**src/rtl/debug_inst_loader.sv**
```systemverilog
// ---------------------------------------------------------------------------
// debug_inst_loader
//
// Purpose: packs a byte stream from the debug UART receiver into 32-bit
// instructions (MSB first) and writes them into the FETCH instruction memory
// through its debug write port, at addresses counting up from 0. A session
// ends when the HALT instruction has been written (o_done) or when the last
// memory word has been written without a HALT (o_error). While a session is
// active FETCH is held in debug mode.
//
// Ports:
//   i_clk, i_reset       clock; asynchronous active-high reset
//   i_start              one-cycle pulse: begin / restart a load session
//   i_rx_data/i_rx_valid received byte and its one-cycle strobe
//   o_debug_unit         FETCH debug-mode enable (high while loading)
//   o_Mem_WEn/o_Mem_REn  instruction-memory write strobe / read enable
//   o_Mem_Data,o_wr_addr instruction word and address to write
//   o_inst_count         words written in the current session
//   o_done, o_error      HALT written / memory full without HALT (levels)
// ---------------------------------------------------------------------------
`ifndef ADDRWIDTH
`define ADDRWIDTH 10
`endif
`ifndef N_ELEMENTS
`define N_ELEMENTS 1024
`endif

module debug_inst_loader #(
  parameter int         NB_INST     = 32,
  parameter int         NB_ADDR     = `ADDRWIDTH,
  parameter int         MEM_DEPTH   = `N_ELEMENTS,
  parameter logic [5:0] HALT_OPCODE = 6'b111111
) (
  input  logic               i_clk,
  input  logic               i_reset,
  input  logic               i_start,
  input  logic [7:0]         i_rx_data,
  input  logic               i_rx_valid,
  output logic               o_debug_unit,
  output logic               o_Mem_WEn,
  output logic               o_Mem_REn,
  output logic [NB_INST-1:0] o_Mem_Data,
  output logic [NB_ADDR-1:0] o_wr_addr,
  output logic [NB_ADDR:0]   o_inst_count,
  output logic               o_done,
  output logic               o_error
);

  typedef enum logic [2:0] {
    IDLE  = 3'd0,
    RECV  = 3'd1,
    WRITE = 3'd2,
    DONE  = 3'd3,
    ERR   = 3'd4
  } state_t;

  localparam logic [NB_ADDR-1:0] LAST_ADDR = NB_ADDR'(MEM_DEPTH - 1);

  state_t               state_reg, state_next;
  // Only the first three bytes need holding; the fourth is merged directly
  // into the output word when it arrives.
  logic [NB_INST-9:0]   asm_reg, asm_next;
  logic [1:0]           cnt_reg, cnt_next;
  logic [NB_INST-1:0]   data_reg, data_next;
  logic [NB_ADDR-1:0]   addr_reg, addr_next;
  logic [NB_ADDR:0]     count_reg, count_next;
  logic                 done_reg, done_next;
  logic                 error_reg, error_next;
  logic                 debug_reg, debug_next;
  logic                 wen_reg, wen_next;
  logic                 restart;

  always_ff @(posedge i_clk or posedge i_reset) begin
    if (i_reset) begin
      state_reg <= IDLE;
      asm_reg   <= '0;
      cnt_reg   <= '0;
      data_reg  <= '0;
      addr_reg  <= '0;
      count_reg <= '0;
      done_reg  <= 1'b0;
      error_reg <= 1'b0;
      debug_reg <= 1'b0;
      wen_reg   <= 1'b0;
    end else begin
      state_reg <= state_next;
      asm_reg   <= asm_next;
      cnt_reg   <= cnt_next;
      data_reg  <= data_next;
      addr_reg  <= addr_next;
      count_reg <= count_next;
      done_reg  <= done_next;
      error_reg <= error_next;
      debug_reg <= debug_next;
      wen_reg   <= wen_next;
    end
  end

  always_comb begin
    state_next = state_reg;
    asm_next   = asm_reg;
    cnt_next   = cnt_reg;
    data_next  = data_reg;
    addr_next  = addr_reg;
    count_next = count_reg;
    done_next  = done_reg;
    error_next = error_reg;
    restart    = 1'b0;

    case (state_reg)
      IDLE, DONE, ERR: begin
        // Bytes arriving here are simply ignored.
        restart = i_start;
      end

      RECV: begin
        if (i_start) begin
          // Start beats a coincident byte; the partial word is dropped.
          restart = 1'b1;
        end else if (i_rx_valid) begin
          if (cnt_reg == 2'd3) begin
            data_next  = {asm_reg, i_rx_data};
            cnt_next   = 2'd0;
            state_next = WRITE;
          end else begin
            asm_next = {asm_reg[NB_INST-17:0], i_rx_data};
            cnt_next = cnt_reg + 2'd1;
          end
        end
      end

      WRITE: begin
        // The write strobe is already high this cycle, so a restart here
        // cannot cancel the write; it only shapes the following cycle.
        count_next = count_reg + 1'b1;
        if (i_start) begin
          restart = 1'b1;
        end else if (data_reg[NB_INST-1:NB_INST-6] == HALT_OPCODE) begin
          done_next  = 1'b1;
          state_next = DONE;
        end else if (addr_reg == LAST_ADDR) begin
          error_next = 1'b1;
          state_next = ERR;
        end else begin
          addr_next  = addr_reg + 1'b1;
          state_next = RECV;
          // A byte landing in the write cycle is byte 0 of the next word,
          // which is what keeps one byte per cycle sustainable.
          if (i_rx_valid) begin
            asm_next = {asm_reg[NB_INST-17:0], i_rx_data};
            cnt_next = 2'd1;
          end
        end
      end

      default: begin
        state_next = IDLE;
      end
    endcase

    if (restart) begin
      state_next = RECV;
      asm_next   = '0;
      cnt_next   = 2'd0;
      addr_next  = '0;
      count_next = '0;
      done_next  = 1'b0;
      error_next = 1'b0;
    end

    // Strobes are derived from the next state so they leave a register,
    // keeping every output free of combinational input paths.
    debug_next = (state_next == RECV) || (state_next == WRITE);
    wen_next   = (state_next == WRITE);
  end

  assign o_debug_unit = debug_reg;
  assign o_Mem_REn    = ~debug_reg;
  assign o_Mem_WEn    = wen_reg;
  assign o_Mem_Data   = data_reg;
  assign o_wr_addr    = addr_reg;
  assign o_inst_count = count_reg;
  assign o_done       = done_reg;
  assign o_error      = error_reg;

endmodule
```
**config.mk**
```make
export PLATFORM = sky130hd
export DESIGN_NAME = debug_inst_loader
export DESIGN_NICKNAME = d
export VERILOG_FILES = /design/src/rtl/debug_inst_loader.sv
export SDC_FILE = /design/constraint.sdc
export NUM_CORES = 1
export LEC_CHECK = 0
export CAP_MARGIN = 25
export CORE_MARGIN = 2
export CORE_UTILIZATION = 49
export CTS_BUF_LIST = sky130_fd_sc_hd__clkbuf_2 sky130_fd_sc_hd__clkbuf_4 sky130_fd_sc_hd__clkbuf_8
export CTS_CLUSTER_DIAMETER = 150
export CTS_CLUSTER_SIZE = 10
export DETAILED_ROUTE_END_ITERATION = 7
export HOLD_SLACK_MARGIN = 0.06
export PLACE_DENSITY = 0.78
export RECOVER_POWER = 25
export SYNTH_ARGS = -nofsm -noshare
export SYNTH_HDL_FRONTEND = slang
export SYNTH_SLANG_ARGS = --single-unit
```
**constraint.sdc**
```tcl
create_clock -name i_clk -period 2.5 [get_ports i_clk]
set_input_delay 0.375 -clock i_clk [delete_from_list [all_inputs] [get_ports i_clk]]
set_output_delay 0.375 -clock i_clk [all_outputs]
set_load 0.01 [all_outputs]
```
### Word-level counts from Yosys, hierarchy flattened

Index checks and enable logic that the tools add are counted.

| storage, ports and cells | value |
|---|---|
| register bits after elaboration | 86 |
| bits in latches | 0 |
| memory bits (writable) | 0 |
| bits in read-only memories | 0 |
| input bits | 12 |
| word-level logic and storage cells | 92 |
| memories | 0 |

| cells by class | value |
|---|---|
| $add $sub $neg | 3 |
| $mul | 0 |
| div/mod/pow operators | 0 |
| order comparisons | 0 |
| equal/unequal tests | 19 |
| shift-type cells | 0 |
| muxes and demuxes | 44 |
| bitwise gates (word level) | 2 |
| reductions and logical operators | 14 |

Operators with widths:

| cell | number |
|---|---|
| two-way mux 24 bit | 8 |
| two-way mux 10 bit | 5 |
| case mux 24 bit (2 select lines) | 1 |
| two-way mux 11 bit | 2 |
| two-way mux 3 bit | 7 |
| != test 3 bit (second input constant) | 7 |
| two-way mux 2 bit | 8 |
| AND reduction 4 bit | 3 |
| adder 11 x 1 -> 11 bit (second input constant) | 1 |
| adder 10 x 1 -> 10 bit (second input constant) | 1 |
| equality test 10 bit (second input constant) | 1 |
| two-way mux 1 bit | 10 |
| equality test 3 x 2 -> 1 bit (second input constant) | 3 |
| case mux 3 bit (3 select lines) | 1 |
| AND reduction 8 bit | 1 |
| AND reduction 7 bit | 1 |
| equality test 3 x 1 -> 1 bit (second input constant) | 2 |
| equality test 6 bit (second input constant) | 1 |
| nonzero test 2 bit | 3 |
| != test 2 bit (second input constant) | 2 |
| case mux 2 bit (2 select lines) | 1 |
| equality test 3 bit (second input constant) | 1 |
| zero test 3 bit | 1 |
| AND reduction 3 bit | 1 |
| other kinds (9) | 10 |

### Longest topological paths before layout

Gate-level depths: netlist of the first run.

| logic depth | value |
|---|---|
| depth in word-level cells | 8 |
| depth in mapped cells | 8 |
| depth with buffers taken out | 6 |

### Worst setup path before layout of the first run

OpenSTA, ideal clock, no wires.

| path | value |
|---|---|
| path type | register to register |
| from | reg addr_reg[0] (netlist: o_wr_addr[0]) |
| to | reg debug_reg (netlist: o_debug_unit) |
| data arrival time | 1.712 ns |
| data required time | 2.360 ns |
| slack | 0.648 ns |
| cell stages (with the launch flop) | 7 |
| period minus slack after synthesis | 1.852 ns |
| cell sequence | dfrtp_1 ha_1 nand3_2 or3_2 nor4_1 o31a_1 o31ai_1 |

| between the ends | value |
|---|---|
| longest elaborated chain between the ends | 8 |
| elaborated cells between the ends (all ways) | 9 |

Ends and longest elaborated chain:

| what | RTL line | source |
|---|---|---|
| start: declaration | 65 | `logic [NB_ADDR-1:0] addr_reg, addr_next;` |
| start signal: assignment | 90 | `addr_reg <= addr_next;` |
| equality test 10 bit (*) | 141 | `end else if (addr_reg == LAST_ADDR) begin` |
| two-way mux 3 bit (*) | 141 |  |
| two-way mux 3 bit (*) | 138 | `end else if (data_reg[NB_INST-1:NB_INST-6] == HALT_OPCODE) begin` |
| two-way mux 3 bit (*) | 136 | `if (i_start) begin` |
| case mux 3 bit (3 select lines) (*) | 110 | `case (state_reg)` |
| two-way mux 3 bit (*) | 161 | `if (restart) begin` |
| equality test 3 x 1 -> 1 bit / equality test 3 x 2 -> 1 bit (equally long branches) | 173 | `debug_next = (state_next == RECV) \|\| (state_next == WRITE);` |
| logical OR 1 bit (*) | 173 |  |
| net debug_next | 69 | `logic debug_reg, debug_next;` |
| end signal: assignment | 94 | `debug_reg <= debug_next;` |
| end: declaration | 69 |  |

The timed path passes the listed nets; every way through them passes the cells marked *.
A chain may end at the register's enable or synchronous reset.

### Worst setup path in the final report of the first run

Ends and elaborated chain as after synthesis.

==> out/metrics.cfg, run 1 <==
[layout]
n_antenna_cell = 0
drive_gt1_share_pct = 7.59
postLayoutCellArea_um2 = 4850
nets = 471
areaGrowthSynthToFinish_pct = 27.2
fin_cells = 563
largest_reg_flops = 32

[global_routing]
grt_max_degree = 34
overflow = 0
grt_pass1_wl_mm = 13.6
antenna_found_initial = 0
grt_pass1_vias = 2896
track_usage_pct = 20.2

[detailed_routing]
viasPerCell = 5.14
drc = 0
wire_per_inst_um = 14.0
dr_wl_met2_mm = 3.98
wl_met3_um = 244
drt_iter0_drc = 104
ant_nets = 0
wl_mm = 7.85
dr.pass1.iters = 4
vias = 2892
drt-met1-wl_mm = 3.61
top_layer = met4

[clock_network]
cts.sink_count = 86
cts_root_buffer = clkbuf_8
clk_pin_slew_ns = 0.08
numCtsBuffers = 9
cts_resized = 0
clock_latency_ns = 0.34
clockBufferDepth = 2
htreeDepth = 3
post-cts-setup-buffers = 0
hold_buffers = 0
cts_tree = built

[place]
dpl-instance-area_um2 = 4620
io_buffers = 69
gp_congestion = 0.869
dpl.cell_count = 547
hpwl_mm = 5.42

[floorplanning]
dieWidth_um = 92.2
num_rows = 32
die_h_um = 92.2
boundaryPins = 70
core_area_um2 = 7650
die-area_um2 = 8500
initial_utilization_pct = 49.8

[synthesis]
synth-seq-area-share_pct = 56.5
synth-main-ff-cell = dfrtp_1
synth_warnings = 0
yosysUniqueCellTypes = 43
synth_area_per_cell_um2 = 9.92
ys_ff_latch = 86
async_reset_ff_share_pct = 100
synth_edf_count = 0
synth_nets = 399
synth_area_um2 = 3810
syn-instance-count = 384

[run]
cap_violations = 0

[timing]
tightestPinTransition_ns = 1.33
rsz0062_at_grt = no
setup_viol = 0
tns_ns = 0
post-route-period-util_pct = 84.9
fin_worst_skew_ns = 0.0112
slew_viol_final = 0
finalHoldViolCount = 0
maxSlewHeadroom_pct = 11.0
fmax_ghz = 0.471
fin_crit_ns = 2.12

[critical_path]
worst-r2r-setup-slack_ns = 0.38
worst_ep_required_time_ns = 2.73
startpoint_type = flip-flop
critPathMaxFanout = 5
endpoint_kind = flip-flop
rr_worst_depth = 6
criticalPathCategory = reg2reg
worstPathArrival_ns = 2.35
r2r_end = o_debug_unit$_DFF_PP0_
reg2reg_from = o_wr_addr[0]$_DFFE_PP0P_

[worst_hold_path]
holdPathStages = 2
hold_end = o_Mem_Data[10]$_DFFE_PP0P_
hold_class = reg2reg
min_from = asm_reg[2]$_DFFE_PP0P_

[power]
pwr_density_cell_nw_per_um2 = 600
vdd_drop_max_mv = 0.430
leakage_nw = 2.30

[status]
outcome = completed

-- cell families after synthesis --
kind of cell / after synthesis / synth area share [%]
flip-flops: 86 / 56.5
AND/OR/NAND/NOR: 208 / 24.7
AO/OA/AOI/OAI: 19 / 3.45
multiplexers: 25 / 6.57
adder cells (fa/ha/maj): 3 / 0.985
buffers and inverters: 25 / 3.68
XOR/XNOR: 18 / 4.14
-- worst max path at each step --
stage	from	endpoint	slack [ns]	cells past startpoint
2_1_floorplan	o_wr_addr[0]$_DFFE_PP0P_	o_debug_unit$_DFF_PP0_	0.65	6
3_3_place_gp	i_start	o_wr_addr[7]$_DFFE_PP0P_	0.25	6
3_5_place_dp	i_start	o_wr_addr[7]$_DFFE_PP0P_	0.16	6
4_1_cts	o_wr_addr[0]$_DFFE_PP0P_	o_debug_unit$_DFF_PP0_	0.37	6
5_1_grt	o_wr_addr[0]$_DFFE_PP0P_	o_debug_unit$_DFF_PP0_	0.24	6
6_report	o_wr_addr[0]$_DFFE_PP0P_	o_debug_unit$_DFF_PP0_	0.38	6
-- worst max-delay path, stage by stage (launching register included) --
cell	delay [ns]
dfrtp_1	0.45
ha_1	0.22
nand3_2	0.15
or3_2	0.53
nor4_1	0.36
o31a_1	0.22
o31ai_1	0.08
-- final cells by class --
class | count | area (um^2)
Sequential cell | 86 | 2150
Inverter | 8 | 31.3
Tap cell | 102 | 128
Clock buffer | 10 | 131
Fill cell | 631 | 2800
Timing Repair Buffer | 78 | 779
Clock inverter | 6 | 109
Multi-Input combinational cell | 273 | 1520
-- placed cells by master (no fill, tap or decap), drive strengths merged, types with 3 or more instances in the layout --
master and n:
a21oi 4, buf 8, bufinv 3, clkbuf 11
clkdlybuf4s50 68, dfrtp 86, ha 3, inv 8
mux2i 25, nand2 140, nand3 6, nand4 7
nor2 30, nor2b 3, nor3 4, nor4 4
nor4b 3, o21ai 5, xnor2 11, xor2 7
-- per-stage QoR --
stage	utilization [%]	worst slack [ns]	hold slack, ns	total power, mW
after floorplan	-	0.648	0.439	1.65
after global placement	60.4	0.248	0.453	1.78
after detailed placement	60.4	0.162	0.451	1.78
after CTS	63.5	0.368	0.472	2.94
after global routing	63.4	0.237	0.497	3.03
final	63.4	0.376	0.469	2.91
-- cells in the mapped netlist (all sizes together), types with 2 or more instances --
master / number / area (um^2)
o21ai: 5 / 28.8
ha: 3 / 37.5
nand2: 140 / 526
or3: 2 / 13.8
nor2b: 3 / 18.8
nand4: 7 / 58.8
a211oi: 2 / 15.0
xor2: 7 / 61.3
nor4b: 3 / 45.0
xnor2: 11 / 96.3
nand3: 6 / 35.0
inv: 8 / 30.0
mux2i: 25 / 250
nor4: 4 / 25.0
and2: 2 / 12.5
nor2: 30 / 113
nor3: 4 / 31.3
nor3b: 2 / 26.3
dfrtp: 86 / 2150
clkbuf: 10 / 38.8
and4: 2 / 17.5
buf: 7 / 71.3
o31ai: 2 / 15.0
a21oi: 4 / 20.0
-- per-layer routing --
layer	vias up	GRT usage (%)
met5	-	0
met4	0	5.60
met3	4	3.53
met2	68	34.1
met1	1423	27.0
li1	1397	-
-- report_power, final --
group          switching (mW)  total, mW  internal, mW
registers              0.0316       1.48          1.45
clock network           0.483       1.16         0.676
logic                   0.138      0.271         0.133
Power figures use the tool's default switching activity.
==> run 2: changes to the inputs <==
==> constraint.sdc (replaced) <==
create_clock -name i_clk -period 1.82 [get_ports i_clk]
set_input_delay 0.273 -clock i_clk [delete_from_list [all_inputs] [get_ports i_clk]]
set_output_delay 0.273 -clock i_clk [all_outputs]
set_load 0.01 [all_outputs]
==> run 2 against run 1 <==
Global-route usage barely moved. First-iteration DRC count is 8.7% lower. Final cell count rose by 2.8%. Count of clock-buffer cells in the layout up 2. Die area is the same. Clock power up 29%. Combinational power grew 40%. Sequential share of layout area down 1.3 points. Sequential cell count stayed put. Non-clock buffer count increased by 17. Largest power group unchanged. Highest routed layer unchanged.
==> out/metrics.cfg, run 2 (synthesized netlist as in run 1, its figures left out) <==
[critical_path]
rr_worst_depth = 5
r2r_end = o_debug_unit$_DFF_PP0_
endpoint_kind = flip-flop
worst-r2r-setup-slack_ns = 0.06
startpoint_type = flip-flop
worst_ep_required_time_ns = 2.08
worstPathArrival_ns = 2.02
criticalPathCategory = reg2reg
critPathMaxFanout = 5
reg2reg_from = cnt_reg[0]$_DFFE_PP0P_

[timing]
maxSlewHeadroom_pct = 54.5
slew_viol_final = 0
setup_viol = 0
post-route-period-util_pct = 96.8
tightestPinTransition_ns = 0.678
finalHoldViolCount = 0
fin_crit_ns = 1.76
fin_worst_skew_ns = 0.00452
fmax_ghz = 0.568

[detailed_routing]
vias = 2973
drc = 0
drt_iter0_drc = 95
viasPerCell = 5.13
wl_mm = 7.97
wire_per_inst_um = 13.8
dr.pass1.iters = 4
ant_nets = 0

[clock_network]
clockBufferDepth = 2
post-cts-setup-buffers = 0
cts.sink_count = 86
hold_buffers = 0
clock_latency_ns = 0.35
clk_pin_slew_ns = 0.08
htreeDepth = 3
cts_root_buffer = clkbuf_8
cts_tree = built
cts_resized = 0
numCtsBuffers = 9

[layout]
final_common_cell = nand2_1
multi_input_area_um2 = 1550
fin_cells = 579
seq_area_um2 = 2150
drive_gt1_share_pct = 11.7
largest_reg_flops = 32
areaGrowthSynthToFinish_pct = 31.2
final_cell_mix = nand2_1, dfrtp_1, clkdlybuf4s50_1
nets = 488
n_antenna_cell = 0
fillerInstances = 612

[power]
leakage_nw = 2.37
p_total_mw = 3.91
vdd_drop_max_mv = 0.543
pwr_density_cell_nw_per_um2 = 781

[global_routing]
met3_usage_pct = 4.03
antenna_found_initial = 0
grt_pass1_wl_mm = 13.6
grt_pass1_vias = 3049
grt_use_met1_pct = 25.4
use_met2_pct = 33.9
grt_max_degree = 42
track_usage_pct = 20.2
overflow = 0
gr-max-usage-layer = met2

[run]
cap_violations = 0

[floorplanning]
die_h_um = 92.2
num_rows = 32
core_area_um2 = 7650
dieWidth_um = 92.2
initial_utilization_pct = 49.8
boundaryPins = 70
die-area_um2 = 8500

[worst_hold_path]
hold_class = in2async

[status]
outcome = completed

[place]
gp_congestion = 0.902
io_buffers = 69
hpwl_mm = 5.67
dpl.cell_count = 564

==> run 2: cell types whose count changed in the layout (fill, tap and decap cells not counted), moves of 2 or more <==
cell / change
clkinv_2: -2
dfrtp_2: +2
clkbuf_8: +2
dfrtp_1: -2
buf_4: +16
==> run 2: layout make-up <==
| class | instances | area share (%) |
|---|---|---|
| Tap cell | 102 | 2.55 |
| Inverter | 8 | 0.625 |
| Clock inverter | 3 | 1.35 |
| Multi-Input combinational cell | 273 | 31.1 |
| Clock buffer | 12 | 3.18 |
| Timing Repair Buffer | 95 | 18.1 |
| Sequential cell | 86 | 43.1 |
==> run 2: stage by stage <==
stage | worst slack [ns] | cell area, um^2 | TNS [ns] | hold WS, ns | utilization [%]
after floorplan | 0.00587 | 3830 | 0 | 0.378 | -
after global placement | -0.103 | 4770 | -0.347 | 0.448 | 62.4
after detailed placement | -0.186 | 4770 | -0.955 | 0.454 | 62.4
after CTS | 0.0222 | 5000 | 0 | 0.249 | 65.3
after global routing | -0.0151 | 5000 | -0.0151 | 0.474 | 65.4
final | 0.0583 | 5000 | 0 | 0.431 | 65.4
==> run 2: layer usage <==
layer | share of wire, % | wire length (um)
met1 | 44 | 3510
met2 | 50 | 4010
met3 | 4.4 | 352
met4 | 1.3 | 106
met5 | 0 | 0
==> run 2: power by group <==
group	internal (mW)	switching, mW	leakage [nW]
clock	0.856	0.640	0.112
combinational	0.189	0.191	1.08
sequential	1.99	0.0431	1.17
total	3.03	0.874	2.37
==> run 2: worst max path at each step <==
stage,to,cells past startpoint,from
4_1_cts,asm_reg[16]$_DFFE_PP0P_,8,o_wr_addr[1]$_DFFE_PP0P_
3_5_place_dp,o_wr_addr[9]$_DFFE_PP0P_,7,i_start
2_1_floorplan,asm_reg[11]$_DFFE_PP0P_,8,o_wr_addr[1]$_DFFE_PP0P_
5_1_grt,o_debug_unit$_DFF_PP0_,5,cnt_reg[0]$_DFFE_PP0P_
3_3_place_gp,o_wr_addr[7]$_DFFE_PP0P_,7,i_start
6_report,o_debug_unit$_DFF_PP0_,5,cnt_reg[0]$_DFFE_PP0P_
==> run 2: critical path, cell delays in order (launching register included) <==
cell      delay (ns)
dfrtp_1         0.40
ha_1            0.27
a311oi_1        0.36
nor4_2          0.06
o31a_1          0.32
o31ai_2         0.25
